File: src/rtl/arb_pkg.sv
// Shared constants, state encoding and index type for the 8-way round-robin arbiter.
// Latency: none (declarations only).
// Backpressure: none (declarations only).
package arb_pkg;

    localparam int N     = 8;
    localparam int IDX_W = 3;

    typedef enum logic {
        IDLE = 1'b0,
        BUSY = 1'b1
    } state_t;

    typedef logic [IDX_W-1:0] idx_t;

endpackage

File: src/rtl/gnt_dec8.sv
// 3-to-8 one-hot decoder with enable; all zeros when disabled.
// Latency: combinational, zero cycles.
// Backpressure: none; pure function of its inputs.
module gnt_dec8
    import arb_pkg::*;
(
    input  logic         en,
    input  idx_t         idx,
    output logic [N-1:0] onehot
);

    // Decode the index into a single set bit, or nothing when no grant is active.
    always_comb begin
        onehot = '0;
        if (en) begin
            onehot[idx] = 1'b1;
        end
    end

endmodule

File: src/rtl/rr_arbiter8.sv
// Round-robin arbiter for 8 requesters; holds one owner until done, withdrawal or watchdog expiry.
// Latency: request to registered grant is one cycle; one idle bubble cycle after every release.
// Backpressure: an owner keeps the grant while its request stays high; other requests wait in IDLE.
module rr_arbiter8
    import arb_pkg::*;
#(
    parameter int MAX_HOLD = 16,
    parameter int HOLD_W   = 5
) (
    input  logic       clk,
    input  logic       reset,
    input  logic [7:0] req,
    input  logic       done,
    output logic [7:0] gnt,
    output logic [2:0] gnt_idx,
    output logic       gnt_valid,
    output logic       timeout
);

    localparam bit                WD_EN     = (MAX_HOLD != 0);
    localparam logic [HOLD_W-1:0] HOLD_LAST = HOLD_W'((MAX_HOLD == 0) ? 0 : (MAX_HOLD - 1));

    state_t             state;
    state_t             state_nxt;
    idx_t               ptr;
    idx_t               ptr_nxt;
    logic [HOLD_W-1:0]  hold;
    logic [HOLD_W-1:0]  hold_nxt;

    idx_t               pick_idx;
    logic               pick_vld;
    logic               rel;
    logic               rel_to;

    idx_t               idx_nxt;
    logic               vld_nxt;
    logic               to_nxt;
    logic [N-1:0]       gnt_nxt;

    // Rotating priority search: lowest offset from ptr wins, so scan offsets high-to-low and let the last hit stand.
    always_comb begin
        pick_vld = 1'b0;
        pick_idx = ptr;
        for (int k = N - 1; k >= 0; k--) begin
            if (req[ptr + idx_t'(k)]) begin
                pick_vld = 1'b1;
                pick_idx = ptr + idx_t'(k);
            end
        end
    end

    // Next-state logic; release causes are prioritised so done masks a coincident watchdog expiry.
    always_comb begin
        state_nxt = state;
        rel       = 1'b0;
        rel_to    = 1'b0;
        case (state)
            IDLE: begin
                if (pick_vld) begin
                    state_nxt = BUSY;
                end
            end
            BUSY: begin
                if (done) begin
                    rel = 1'b1;
                end else if (!req[gnt_idx]) begin
                    rel = 1'b1;
                end else if (WD_EN && (hold == HOLD_LAST)) begin
                    rel    = 1'b1;
                    rel_to = 1'b1;
                end
                if (rel) begin
                    state_nxt = IDLE;
                end
            end
            default: state_nxt = IDLE;
        endcase
    end

    // Next values for the registered outputs, rotation pointer and hold counter.
    always_comb begin
        idx_nxt  = gnt_idx;
        vld_nxt  = 1'b0;
        to_nxt   = 1'b0;
        ptr_nxt  = ptr;
        hold_nxt = hold;
        case (state)
            IDLE: begin
                if (pick_vld) begin
                    idx_nxt  = pick_idx;
                    vld_nxt  = 1'b1;
                    hold_nxt = '0;
                end
            end
            BUSY: begin
                if (rel) begin
                    // Previous owner becomes lowest priority; index 7 wraps to 0 by width.
                    ptr_nxt = gnt_idx + 1'b1;
                    to_nxt  = rel_to;
                end else begin
                    vld_nxt  = 1'b1;
                    hold_nxt = hold + 1'b1;
                end
            end
            default: begin
                vld_nxt = 1'b0;
            end
        endcase
    end

    gnt_dec8 u_gnt_dec8 (
        .en     (vld_nxt),
        .idx    (idx_nxt),
        .onehot (gnt_nxt)
    );

    // State and output registers; reset dominates every other input.
    always_ff @(posedge clk) begin
        if (reset) begin
            state     <= IDLE;
            ptr       <= '0;
            hold      <= '0;
            gnt       <= '0;
            gnt_idx   <= '0;
            gnt_valid <= 1'b0;
            timeout   <= 1'b0;
        end else begin
            state     <= state_nxt;
            ptr       <= ptr_nxt;
            hold      <= hold_nxt;
            gnt       <= gnt_nxt;
            gnt_idx   <= idx_nxt;
            gnt_valid <= vld_nxt;
            timeout   <= to_nxt;
        end
    end

endmodule

File: config.mk
export PLATFORM = sky130hd
export DESIGN_NAME = rr_arbiter8
export DESIGN_NICKNAME = d
export VERILOG_FILES = /design/src/rtl/arb_pkg.sv /design/src/rtl/gnt_dec8.sv /design/src/rtl/rr_arbiter8.sv
export SDC_FILE = /design/constraint.sdc
export NUM_CORES = 1
export LEC_CHECK = 0
export BUFFER_PORTS_ARGS = -buffer_cell sky130_fd_sc_hd__buf_4
export CORE_ASPECT_RATIO = 1.25
export CORE_MARGIN = 3
export CORE_UTILIZATION = 25
export CTS_BUF_LIST = sky130_fd_sc_hd__clkbuf_8
export CTS_CLUSTER_SIZE = 30
export DETAILED_ROUTE_END_ITERATION = 16
export PLACE_DENSITY = 0.44
export SYNTH_ARGS = -nofsm -noshare
export SYNTH_HDL_FRONTEND = slang
export SYNTH_SLANG_ARGS = --single-unit
File: constraint.sdc
create_clock -name clk -period 4 [get_ports clk]
set_input_delay 0.2 -clock clk [delete_from_list [all_inputs] [get_ports clk]]
set_output_delay 0.2 -clock clk [all_outputs]
set_load 0.01 [all_outputs]
**Yosys cells after proc, flatten, opt, wreduce, memory -nomap -nowiden**

Cells that the tools add are included.

- Add/subtract/negate cells: 9
- Magnitude comparators: 11
- Equal/unequal tests: 3
- Muxes and demuxes: 51
- Bitwise logic cells: 4
- Reductions and logical operators: 5

Operators by type and width:

| operator | count |
|---|---|
| $lt 3x4->1 const B | 10 |
| $mux 3 | 10 |
| $bmux 1 s3 | 9 |
| $mux 1 | 26 |
| $add 3x3->3 const B | 4 |
| $mux 5 | 2 |
| $pmux 5 s2 | 1 |
| $add 3x1->3 const B | 2 |
| $add 3x2->3 const B | 2 |
| $add 5x1->5 const B | 1 |
| $eq 5x4->1 const B | 1 |
| $reduce_or 5->1 | 1 |
| $ne 2x2->1 const B | 2 |
| $not 1->1 | 4 |
| $pmux 1 s2 | 2 |
| $reduce_and 2->1 | 2 |
| $demux 1 s3 | 1 |
| $ge 3x1->1 const B | 1 |
| $reduce_or 2->1 | 1 |
| $logic_and 1x1->1 | 1 |

- Bits in registers: 22
- Output and inout port bits: 13

**Depth between registers and ports, before layout**

Gate-level depths: netlist of run 1.

- Depth in word-level cells: 17
- Gate-level depth with buffers: 12
- Gate-level depth less buffers: 9

**Hierarchy**

Synthesis of run 1 repeated with hierarchy kept, for this count alone.

- Cells, all modules: 192
- Area, all modules: 1811.7 µm²

Modules (own cells, without submodules):

| module | instances | cells an instance | area an instance (µm²) | seq. area each (µm²) |
|---|---|---|---|---|
| rr_arbiter8 | 1 | 184 | 1715.4 | 440.4 |
| gnt_dec8 | 1 | 8 | 96.3 | 0.0 |

**Least setup slack after synthesis of run 1**

No wires, ideal clock.

- Path type: register to register
- From: register ptr[1]
- To: register gnt[4]
- Data arrival time: 3.114 ns
- Required time: 3.938 ns
- Setup slack: 0.824 ns
- Cell stages (with the launch flop): 13
- Clock period less this slack: 3.176 ns
- Cell sequence: dfxtp_1 -> buf_2 -> buf_2 -> inv_1 -> ha_1 -> buf_2 -> mux2_1 -> a222oi_1 -> a211oi_1 -> or3_1 -> a21o_1 -> a211o_1 -> and4b_1

- Word-level cells in the longest chain between the ends: 17
- Elaborated cells on any way between the ends: 50

Ends and longest elaborated chain:

| what | RTL line | source |
|---|---|---|
| from (decl) | rr_arbiter8.sv:25 | `idx_t ptr;` |
| from (signal assigned) | rr_arbiter8.sv:129 | `ptr <= ptr_nxt;` |
| $add 3x3->3 | rr_arbiter8.sv:45, rr_arbiter8.sv:47 |  |
| $bmux 1 s3 | rr_arbiter8.sv:45 | `if (req[ptr + idx_t'(k)]) begin` |
| $mux 1 (not written as such) | rr_arbiter8.sv:45 |  |
| $mux 3 / $mux 1 (equally long branches) (8 in series) | rr_arbiter8.sv:45 |  |
| $mux 3 | rr_arbiter8.sv:89 | `if (pick_vld) begin` |
| $mux 3 | rr_arbiter8.sv:87 | `case (state)` |
| $lt 3x4->1 (not written as such) / $ge 3x1->1 (equally long branches) | gnt_dec8.sv:16 | `onehot[idx] = 1'b1;` |
| $logic_and 1x1->1 (not written as such) | gnt_dec8.sv:16 |  |
| $mux 1 (not written as such) | gnt_dec8.sv:16 |  |
| $demux 1 s3 | - |  |
| to (signal assigned) | rr_arbiter8.sv:131 | `gnt <= gnt_nxt;` |
| to (decl) | rr_arbiter8.sv:14 | `output logic [7:0] gnt,` |

Parallel ways exist; a longest one is shown, timed or not. The select of a mux whose other input is x is not followed.
A chain may end at the register's enable or synchronous reset.

**Worst setup path after layout of run 1**

- From: register ptr[1]
- To: register gnt[5]

The elaborated chain is that of the path after synthesis.

==> results of run 1 <==
logic make-up (layout without fill, tap and decap cells):
logic type	Yosys count	in the layout	synth area share [%]
AO/OA/AOI/OAI	46	46	18.2
buffers and inverters	16	35	4.22
flip-flops	22	22	24.3
XOR/XNOR	7	7	3.39
adder cells (fa/ha/maj)	5	5	3.46
AND/OR/NAND/NOR	53	53	16.0
multiplexers	32	32	30.4
cells in the mapped netlist, types with 3 or more instances:
master,instances
sky130_fd_sc_hd__inv_1,7
sky130_fd_sc_hd__mux2i_1,5
sky130_fd_sc_hd__nor2_1,13
sky130_fd_sc_hd__mux2_2,8
sky130_fd_sc_hd__ha_1,5
sky130_fd_sc_hd__nand2_1,15
sky130_fd_sc_hd__xor2_1,4
sky130_fd_sc_hd__a31oi_1,4
sky130_fd_sc_hd__a21oi_1,14
sky130_fd_sc_hd__mux4_1,3
sky130_fd_sc_hd__clkbuf_1,3
sky130_fd_sc_hd__and4b_1,5
sky130_fd_sc_hd__nand3_1,3
sky130_fd_sc_hd__buf_2,4
sky130_fd_sc_hd__dfxtp_1,22
sky130_fd_sc_hd__xnor2_1,3
sky130_fd_sc_hd__a211oi_1,6
sky130_fd_sc_hd__mux4_2,13
layer usage:
| metal | GRT usage, % | vias up |
|---|---|---|
| met1 | 17.0 | 770 |
| met5 | 0 | - |
| met4 | 4.99 | 0 |
| met3 | 0.894 | 10 |
| met2 | 19.7 | 34 |
| li1 | - | 751 |
stage by stage:
step	hold slack (ps)	worst slack, ps	area, µm²	utilization, %	power (µW)
after detailed placement	488	917	2060	29.5	712
after CTS	219	878	2100	30.1	847
final	220	890	2100	30.1	840
after floorplan	279	824	1810	-	599
after global placement	482	906	2060	29.5	718
after global routing	230	643	2100	30.1	906
final timing paths:
check,to,slack (ps)
max,gnt[5],890
min,gnt_idx[2],220
max reg2reg,gnt[5],890
min reg2reg,hold[1],500
placed cells by master (no fill, tap or decap), types with 6 or more instances in the layout:
| cell | netlist | layout |
|---|---|---|
| sky130_fd_sc_hd__buf_4 | 1 | 25 |
| sky130_fd_sc_hd__mux2_2 | 8 | 8 |
| sky130_fd_sc_hd__a211oi_1 | 6 | 6 |
| sky130_fd_sc_hd__a21oi_1 | 14 | 14 |
| sky130_fd_sc_hd__dfxtp_1 | 22 | 22 |
| sky130_fd_sc_hd__nand2_1 | 15 | 15 |
| sky130_fd_sc_hd__nor2_1 | 13 | 13 |
| sky130_fd_sc_hd__mux4_2 | 13 | 13 |
| sky130_fd_sc_hd__inv_1 | 7 | 7 |
area by class of cell:
cell class	count	area [µm²]	area share, %
well taps	90	113	5.36
repair buffers	25	188	8.93
multi-input cells	143	1290	61.5
clock buffers	3	41.3	1.97
inverters	7	26.3	1.25
flip-flops and latches	22	440	21.0
flip-flops by register name, indices dropped and copies added, names as in the netlist:
| signal | flops |
|---|---|
| ptr | 3 |
| timeout | 1 |
| gnt_valid | 1 |
| gnt | 8 |
| hold | 5 |
| state | 1 |
| gnt_idx | 3 |
power by group:
part / total (µW) / internal [µW] / switching (µW)
sequential: 270 / 240 / 29.3
combinational: 440 / 208 / 231
clock: 131 / 67.1 / 63.9
==> flow_summary.json, run 1 <==
{
  "status": "complete, no violations",
  "timing.critical_path.to_type": "flop",
  "antenna_found_initial": 0,
  "setup_repair_after_global_routing_missed_its_margin": "no",
  "slew_headroom_pct": 43.6,
  "filler_cell_count": 750,
  "synth_top_cell_by_area": "sky130_fd_sc_hd__dfxtp_1",
  "final_max_slew_violation_count": 0,
  "critical_path.max_stage_delay_ps": 650,
  "path_clk_slew_ps": 70,
  "route.final.wire_length_mm": 4.73,
  "class_of_the_worst_hold_path": "primary input to flop",
  "flow.area_growth_from_synthesis_pct": 16.1,
  "clock-sinks": 22,
  "yosysUniqueCellTypes": 55,
  "syn-cell-area_um2": 1810,
  "detail_route.drc_violations": 0,
  "top_layer_used": "met4",
  "timing.critical_path.required_ps": 4150,
  "setup-violations-final": 0,
  "hold_buffers": 0,
  "synthesis.area_per_instance_um2": 10.0,
  "post_cts.resized_instances": 0,
  "critical_path_peak_fanout": 12,
  "placed_cells_incl_taps": 287,
  "clock_tree_from_tritoncts": "done",
  "overflow": 0,
  "total_negative_slack_ps": 0,
  "vias": 1565,
  "routed-wl-met3_um": 152,
  "postSynth.asyncResetShare_pct": 0,
  "cts_root_buf": "sky130_fd_sc_hd__clkbuf_8",
  "pin_count": 24,
  "synth_top_flop_cell": "sky130_fd_sc_hd__dfxtp_1",
  "synthCells": 181,
  "drt-initial-drc-count": 74,
  "synthTopCellsByArea": "sky130_fd_sc_hd__dfxtp_1 (24%), sky130_fd_sc_hd__mux4_2 (16%), sky130_fd_sc_hd__mux2_2 (5.0%), sky130_fd_sc_hd__mux4_1 (4.4%), sky130_fd_sc_hd__a21oi_1 (3.9%)",
  "drt-wirelength-per-cell_um": 16.3,
  "layout.cells.non_filler": 290,
  "fp.dieArea_um2": 8300,
  "finalWeightedCongestion": 0.855,
  "first_pass_grt_wire_length_mm": 8.00,
  "crit_path_start": "ptr[1]",
  "crit_top_cell": "sky130_fd_sc_hd__inv_1",
  "worstSkewPairLatency_ps": 260,
  "grt_pass1_vias": 1522,
  "grt_start_max_net_pins": 20,
  "die_width_um": 82.1,
  "critPathArrivalTime_ps": 3260,
  "hold_path_depth": 2,
  "post_route_cells_drive_above_1_share_pct": 27.5,
  "met2WireLength_mm": 2.23,
  "track_usage_pct": 12.3,
  "cts.repair_timing.setup_buffer_count": 0,
  "worstHoldStart": "reset",
  "fin_worst_skew_ps": 7.89,
  "yosys_register_bits": 22,
  "timing.critical_path.from_type": "flop",
  "timing.final.crit_period_ps": 3110,
  "synth-edff-count": 0,
  "drt_pre_antenna_iters": 4,
  "ir_drop_v": 0.000135,
  "tightest_slew_ps": 845,
  "synth_top_area_share_pct": 24.3,
  "synth.yosys.warnings": 0,
  "crit_chain": "inv_1 > ha_1 > mux4_2 > mux2i_1 > inv_1 > a2111o_1 > a41oi_1 > o21ai_1 > and4b_1",
  "timing.critical_path.buf_inv": 2,
  "dp_hpwl_mm": 3.57,
  "postRouteAntennaNets": 0,
  "cts-buffers-inserted": 3,
  "crit_slowest_cell": "sky130_fd_sc_hd__mux4_2",
  "timing_worst_setup_path_type": "flop to flop",
  "die_y_extent_um": 101,
  "htree_num_levels": 1,
  "critical_path_cell_count": 9,
  "sequential_area_share_after_synthesis_pct": 24.3,
  "layout_worst_path_cycle_share_pct": 77.8,
  "clock.fmax_mhz": 322,
  "power_density_over_the_cells_nw_per_um2": 400,
  "m1WireLength_mm": 2.23,
  "vias_per_cell": 5.40,
  "port-buffer-count": 23,
  "core_um2": 6980,
  "synth.net_count": 197,
  "timing.rr.start": "ptr[1]",
  "cp_top_family": "multiplexers",
  "num_antenna_cells": 0,
  "initial_utilization_pct": 25.9,
  "cts-root-to-sink-buffers": 2,
  "cellLeakagePower_uw": 0.000796,
  "final_hold_viol_count": 0,
  "worst-r2r-cell-count": 9,
  "maxCapViolCount": 0,
  "nets": 218,
  "rows": 34
}
Note: power is estimated with default switching activity, not from simulation.
==> run 2: changes to the inputs <==
--- a/config.mk
+++ b/config.mk
@@ -12,7 +12,7 @@
 export CTS_BUF_LIST = sky130_fd_sc_hd__clkbuf_8
 export CTS_CLUSTER_SIZE = 30
 export DETAILED_ROUTE_END_ITERATION = 16
-export PLACE_DENSITY = 0.44
+export PLACE_DENSITY = 0.45
 export SYNTH_ARGS = -nofsm -noshare
 export SYNTH_HDL_FRONTEND = slang
 export SYNTH_SLANG_ARGS = --single-unit
==> constraint.sdc (replaced) <==
create_clock -name clk -period 2.8 [get_ports clk]
set_input_delay 0.14 -clock clk [delete_from_list [all_inputs] [get_ports clk]]
set_output_delay 0.14 -clock clk [all_outputs]
set_load 0.01 [all_outputs]
==> flow_summary.json, run 2 (synthesis gave the netlist of run 1 again) <==
{
  "largest_register_ff_count": 8,
  "max_flop_register": "gnt",
  "finalWeightedCongestion": 0.862,
  "cellLeakagePower_uw": 0.000889,
  "cts_root_buf": "sky130_fd_sc_hd__clkbuf_8",
  "crit_slowest_cell": "sky130_fd_sc_hd__dfxtp_2",
  "pin_count": 24,
  "cts-buffers-inserted": 3,
  "route.final.wire_length_mm": 4.78,
  "cts-root-to-sink-buffers": 2,
  "num_antenna_cells": 0,
  "initial_utilization_pct": 25.9,
  "layout.cells.most_common": "sky130_fd_sc_hd__buf_4",
  "drt-initial-drc-count": 77,
  "final_hold_viol_count": 0,
  "dp_hpwl_mm": 3.70,
  "m1WireLength_mm": 2.20,
  "reg.largest.list": "gnt: 8 flops, hold: 5 flops",
  "routed-wl-met3_um": 208,
  "vias": 1607,
  "critPathArrivalTime_ps": 2880,
  "grt_start_max_net_pins": 16,
  "drt-wirelength-per-cell_um": 15.7,
  "track_usage_pct": 11.7,
  "ir_drop_v": 0.000271,
  "slew_headroom_pct": 57.5,
  "maxCapViolCount": 0,
  "multi_input_area_um2": 1350,
  "antenna_found_initial": 0,
  "placed_area_um2": 2150,
  "htree_num_levels": 1,
  "top_layer_used": "met4",
  "nets": 233,
  "drt_pre_antenna_iters": 4,
  "path_clk_slew_ps": 80,
  "final-seq-area_um2": 443,
  "worstSkewPairLatency_ps": 260,
  "clock.fmax_mhz": 372,
  "status": "complete, no violations",
  "final_max_slew_violation_count": 0,
  "timing.final.crit_period_ps": 2680,
  "first_pass_grt_wire_length_mm": 7.65,
  "finalInstanceArea_um2": 2290,
  "fp.dieArea_um2": 8300,
  "tightest_slew_ps": 632,
  "setup-violations-final": 0,
  "class_of_the_worst_hold_path": "primary input to flop",
  "vias_per_cell": 5.27,
  "fin_worst_skew_ps": 14.2,
  "post_route_cells_drive_above_1_share_pct": 39.1,
  "port-buffer-count": 23,
  "die_y_extent_um": 101,
  "met2WireLength_mm": 2.28,
  "report.power.total_uw": 1320,
  "filler_cell_count": 741,
  "clock-sinks": 22,
  "flow.area_growth_from_synthesis_pct": 26.6,
  "crit_chain": "inv_4 > ha_4 > mux2_4 > a222oi_1 > a211oi_1 > or3_1 > a21o_1 > a211o_1 > and4b_1",
  "postRouteAntennaNets": 0,
  "overflow": 0,
  "grt_pass1_vias": 1469,
  "timing.critical_path.buf_inv": 1,
  "rows": 34,
  "timing.critical_path.from_type": "flop",
  "layout_worst_path_cycle_share_pct": 95.9,
  "whs_ps": 159,
  "timing.critical_path.to_type": "flop",
  "cp_top_family": "compound AO/OA/AOI/OAI gates",
  "power_density_over_the_cells_nw_per_um2": 575,
  "detail_route.drc_violations": 0,
  "hold_buffers": 0,
  "die_width_um": 82.1,
  "core_um2": 6980,
  "critical_path.max_stage_delay_ps": 360,
  "clock_tree_from_tritoncts": "done",
  "timing.critical_path.required_ps": 2990,
  "timing_worst_setup_path_type": "flop to flop",
  "final_cell_mix": "sky130_fd_sc_hd__buf_4 (37), sky130_fd_sc_hd__dfxtp_1 (20), sky130_fd_sc_hd__nand2_1 (15)",
  "critical_path_peak_fanout": 7
}
[run 2: cell types whose count changed in the layout (fill, tap and decap cells not counted), sizes merged]
cell  delta
buf     +15
[run 2: timing repair]
item                       4_1_cts  5_1_grt
setup endpoints to repair        0        9
setup buffers                    0        6
resized for setup                0       13
hold endpoints to repair         0        0
[run 2: worst register-to-register path, stage by stage (launching register included)]
cell,delay [ps]
sky130_fd_sc_hd__dfxtp_2,360
sky130_fd_sc_hd__inv_4,50
sky130_fd_sc_hd__ha_4,310
sky130_fd_sc_hd__mux2_4,310
sky130_fd_sc_hd__a222oi_1,360
sky130_fd_sc_hd__a211oi_1,140
sky130_fd_sc_hd__or3_1,350
sky130_fd_sc_hd__a21o_1,190
sky130_fd_sc_hd__a211o_1,300
sky130_fd_sc_hd__and4b_1,250
[run 2: report_power, final]
group / internal [µW] / switching, µW
Sequential: 344 / 34.8
Combinational: 373 / 375
Clock: 95.8 / 94.0
Total: 813 / 503
[run 2: area by class of cell]
class | count | area share (%)
clock buffer | 3 | 1.80
timing repair buffer | 40 | 13.6
inverter | 7 | 1.26
sequential | 22 | 19.3
tap | 90 | 4.92
multi-input combinational | 143 | 59.1
[run 2: final timing paths]
path / startpoint / to / slack (ps) / depth (start not counted)
worst max-delay path: ptr[0] / gnt[5] / 120 / 9
worst max register to register: ptr[0] / gnt[5] / 120 / 9
worst min-delay path: reset / hold[1] / 160 / 2
worst min register to register: hold[1] / hold[1] / 500 / 2
[run 2: stage by stage]
step,setup TNS (ps),setup slack (ps),std cells,utilization (%)
6_report,0,115,305,32.8
5_1_grt,-1.16,-1.16,305,32.8
4_1_cts,0,6.04,299,31.4
3_5_place_dp,0,38.9,296,30.8
3_3_place_gp,0,64.4,296,30.8
2_1_floorplan,-152,-68.2,181,-
[run 2: per-layer routing]
metal	up-vias	global-route usage, %
li1	781	-
met1	773	15.9
met2	45	19.2
met3	8	0.716
met4	0	4.73
met5	-	0
==> run 3: changes to the inputs <==
--- a/config.mk
+++ b/config.mk
@@ -13,6 +13,7 @@
 export CTS_CLUSTER_SIZE = 30
 export DETAILED_ROUTE_END_ITERATION = 16
 export PLACE_DENSITY = 0.45
+export REMOVE_ABC_BUFFERS = 1
 export SYNTH_ARGS = -nofsm -noshare
 export SYNTH_HDL_FRONTEND = slang
 export SYNTH_SLANG_ARGS = --single-unit
==> constraint.sdc (replaced) <==
create_clock -name clk -period 2.4 [get_ports clk]
set_input_delay 0.12 -clock clk [delete_from_list [all_inputs] [get_ports clk]]
set_output_delay 0.12 -clock clk [all_outputs]
set_load 0.1 [all_outputs]
==> flow_summary.json, run 3 (synthesis gave the netlist of run 1 again) <==
{
  "slew_headroom_pct": 59.2,
  "setup-violations-final": 11,
  "final_hold_viol_count": 0,
  "first_pass_grt_wire_length_mm": 8.92,
  "worstSkewPairLatency_ps": 260,
  "vias_per_cell": 5.21,
  "fp.dieArea_um2": 8300,
  "drt_pre_antenna_iters": 4,
  "route.final.wire_length_mm": 5.55,
  "largest_register_ff_count": 8,
  "filler_cell_count": 731,
  "timing.critical_path.to_type": "flop",
  "comb_power_share_pct": 66.7,
  "switchingPower_uw": 890,
  "pin_count": 24,
  "layout_worst_path_cycle_share_pct": 114,
  "cellLeakagePower_uw": 0.00108,
  "die_width_um": 82.1,
  "die_y_extent_um": 101,
  "placed_area_um2": 2380,
  "total_negative_slack_ps": -3150,
  "grt_start_max_net_pins": 20,
  "core_um2": 6980,
  "setup_repair_after_global_routing_missed_its_margin": "yes",
  "hold_buffers": 0,
  "maxCapViolCount": 0,
  "max_flop_register": "gnt",
  "intPower_uw": 1160,
  "cp_top_family": "compound AO/OA/AOI/OAI gates",
  "tightest_slew_ps": 607,
  "crit_slowest_cell": "sky130_fd_sc_hd__a222oi_1",
  "pwr-share-seq_pct": 20.7,
  "track_usage_pct": 13.9,
  "timing_worst_setup_path_type": "flop to flop",
  "timing.critical_path.buf_inv": 1,
  "reg.largest.list": "gnt: 8 flops, hold: 5 flops",
  "fin_worst_skew_ps": 11.4,
  "dp_hpwl_mm": 4.14,
  "class_of_the_worst_hold_path": "primary input to flop",
  "final_cell_mix": "sky130_fd_sc_hd__buf_4 (73), sky130_fd_sc_hd__dfxtp_1 (20), sky130_fd_sc_hd__mux4_2 (15), sky130_fd_sc_hd__nand2_1 (15)",
  "clock_tree_from_tritoncts": "done",
  "critical_path.max_stage_delay_ps": 370,
  "status": "complete, but fails checks",
  "overflow": 0,
  "drt-initial-drc-count": 51,
  "crit_chain": "inv_2 > ha_4 > mux2_4 > a222oi_1 > a211oi_1 > or3_1 > a21o_1 > a211o_1 > and4b_1",
  "timing.critical_path.from_type": "flop",
  "clock.fmax_mhz": 364,
  "nets": 271,
  "power.switching_fraction_pct": 43.4,
  "violations": "negative setup slack",
  "detail_route.drc_violations": 0,
  "critPathArrivalTime_ps": 2940,
  "antenna_found_initial": 0,
  "power_density_over_the_cells_nw_per_um2": 758,
  "ir_drop_v": 0.000314,
  "drt-wirelength-per-cell_um": 16.1,
  "vias": 1792,
  "flow.area_growth_from_synthesis_pct": 49.7,
  "detailedPlace.worstSlack_ps": -543,
  "initial_utilization_pct": 25.9,
  "htree_num_levels": 1,
  "num_antenna_cells": 0,
  "port-buffer-count": 23,
  "grt_pass1_vias": 1743,
  "fin_ws_ps": -345,
  "cts-root-to-sink-buffers": 2,
  "rows": 34,
  "clock-sinks": 22,
  "timing.final.crit_period_ps": 2750,
  "cts_root_buf": "sky130_fd_sc_hd__clkbuf_8",
  "clkPwrFrac_pct": 12.6,
  "post_route_cells_drive_above_1_share_pct": 55.5,
  "critical_path_peak_fanout": 7,
  "timing.critical_path.required_ps": 2600,
  "layout.cells.most_common": "sky130_fd_sc_hd__buf_4",
  "report.power.total_uw": 2050,
  "finalWeightedCongestion": 0.865,
  "finalInstanceArea_um2": 2710,
  "postRouteAntennaNets": 0,
  "cts-buffers-inserted": 3,
  "path_clk_slew_ps": 80,
  "final_max_slew_violation_count": 0
}
run 3: changes by cell type in the layout (fill, tap and decap cells not counted), moves of 3 or more:
cell                       previous run  this run
sky130_fd_sc_hd__a211oi_1             6         2
sky130_fd_sc_hd__a211oi_2             0         4
sky130_fd_sc_hd__a21oi_1             13        10
sky130_fd_sc_hd__a21oi_2              1         4
sky130_fd_sc_hd__buf_4               37        73
run 3: power groups by stage:
stage,Sequential [µW],Clock [µW],Combinational (µW)
2_1_floorplan,650,0,504
3_3_place_gp,432,0,1130
3_5_place_dp,432,0,1130
4_1_cts,425,266,1240
5_1_grt,431,285,1450
6_report,425,258,1370
run 3: per-layer routing:
metal | up-vias | routed length, µm | global-route usage (%)
met3 | 6 | 152 | 1.34
met4 | 0 | 95 | 4.48
met5 | - | 0 | 0
met1 | 902 | 2330 | 16.9
met2 | 28 | 2980 | 25.3
li1 | 856 | - | -
run 3: final cells by class:
class / instances / area (µm²) / share of cell area (%)
multi-input combinational: 144 / 1480 / 54.6
timing repair buffer: 77 / 593 / 21.9
sequential: 22 / 443 / 16.4
tap: 90 / 113 / 4.16
clock buffer: 4 / 55.1 / 2.03
inverter: 7 / 26.3 / 0.970
run 3: metrics by stage:
step | instances | hold WS [ps] | util (%)
floorplan | 172 | 189 | -
global placement | 330 | 419 | 34.1
detailed placement | 330 | 417 | 34.1
CTS | 339 | 150 | 36.7
global route | 344 | 159 | 38.8
finish | 344 | 156 | 38.8
run 3: timing repair:
action | 4_1_cts | 5_1_grt
pin swaps | 10 | 16
gates resized for setup | 25 | 22
cloned | 1 | 0
setup buffers | 4 | 5
setup endpoints to repair | 18 | 18
run 3: worst paths after layout:
path	startpoint	cells after the start	slack, ps	to
worst max-delay path	ptr[1]	9	-350	gnt[5]
worst min-delay path	reset	2	160	gnt_idx[1]
worst max register to register	ptr[1]	9	-350	gnt[5]
worst min register to register	hold[1]	2	490	hold[1]
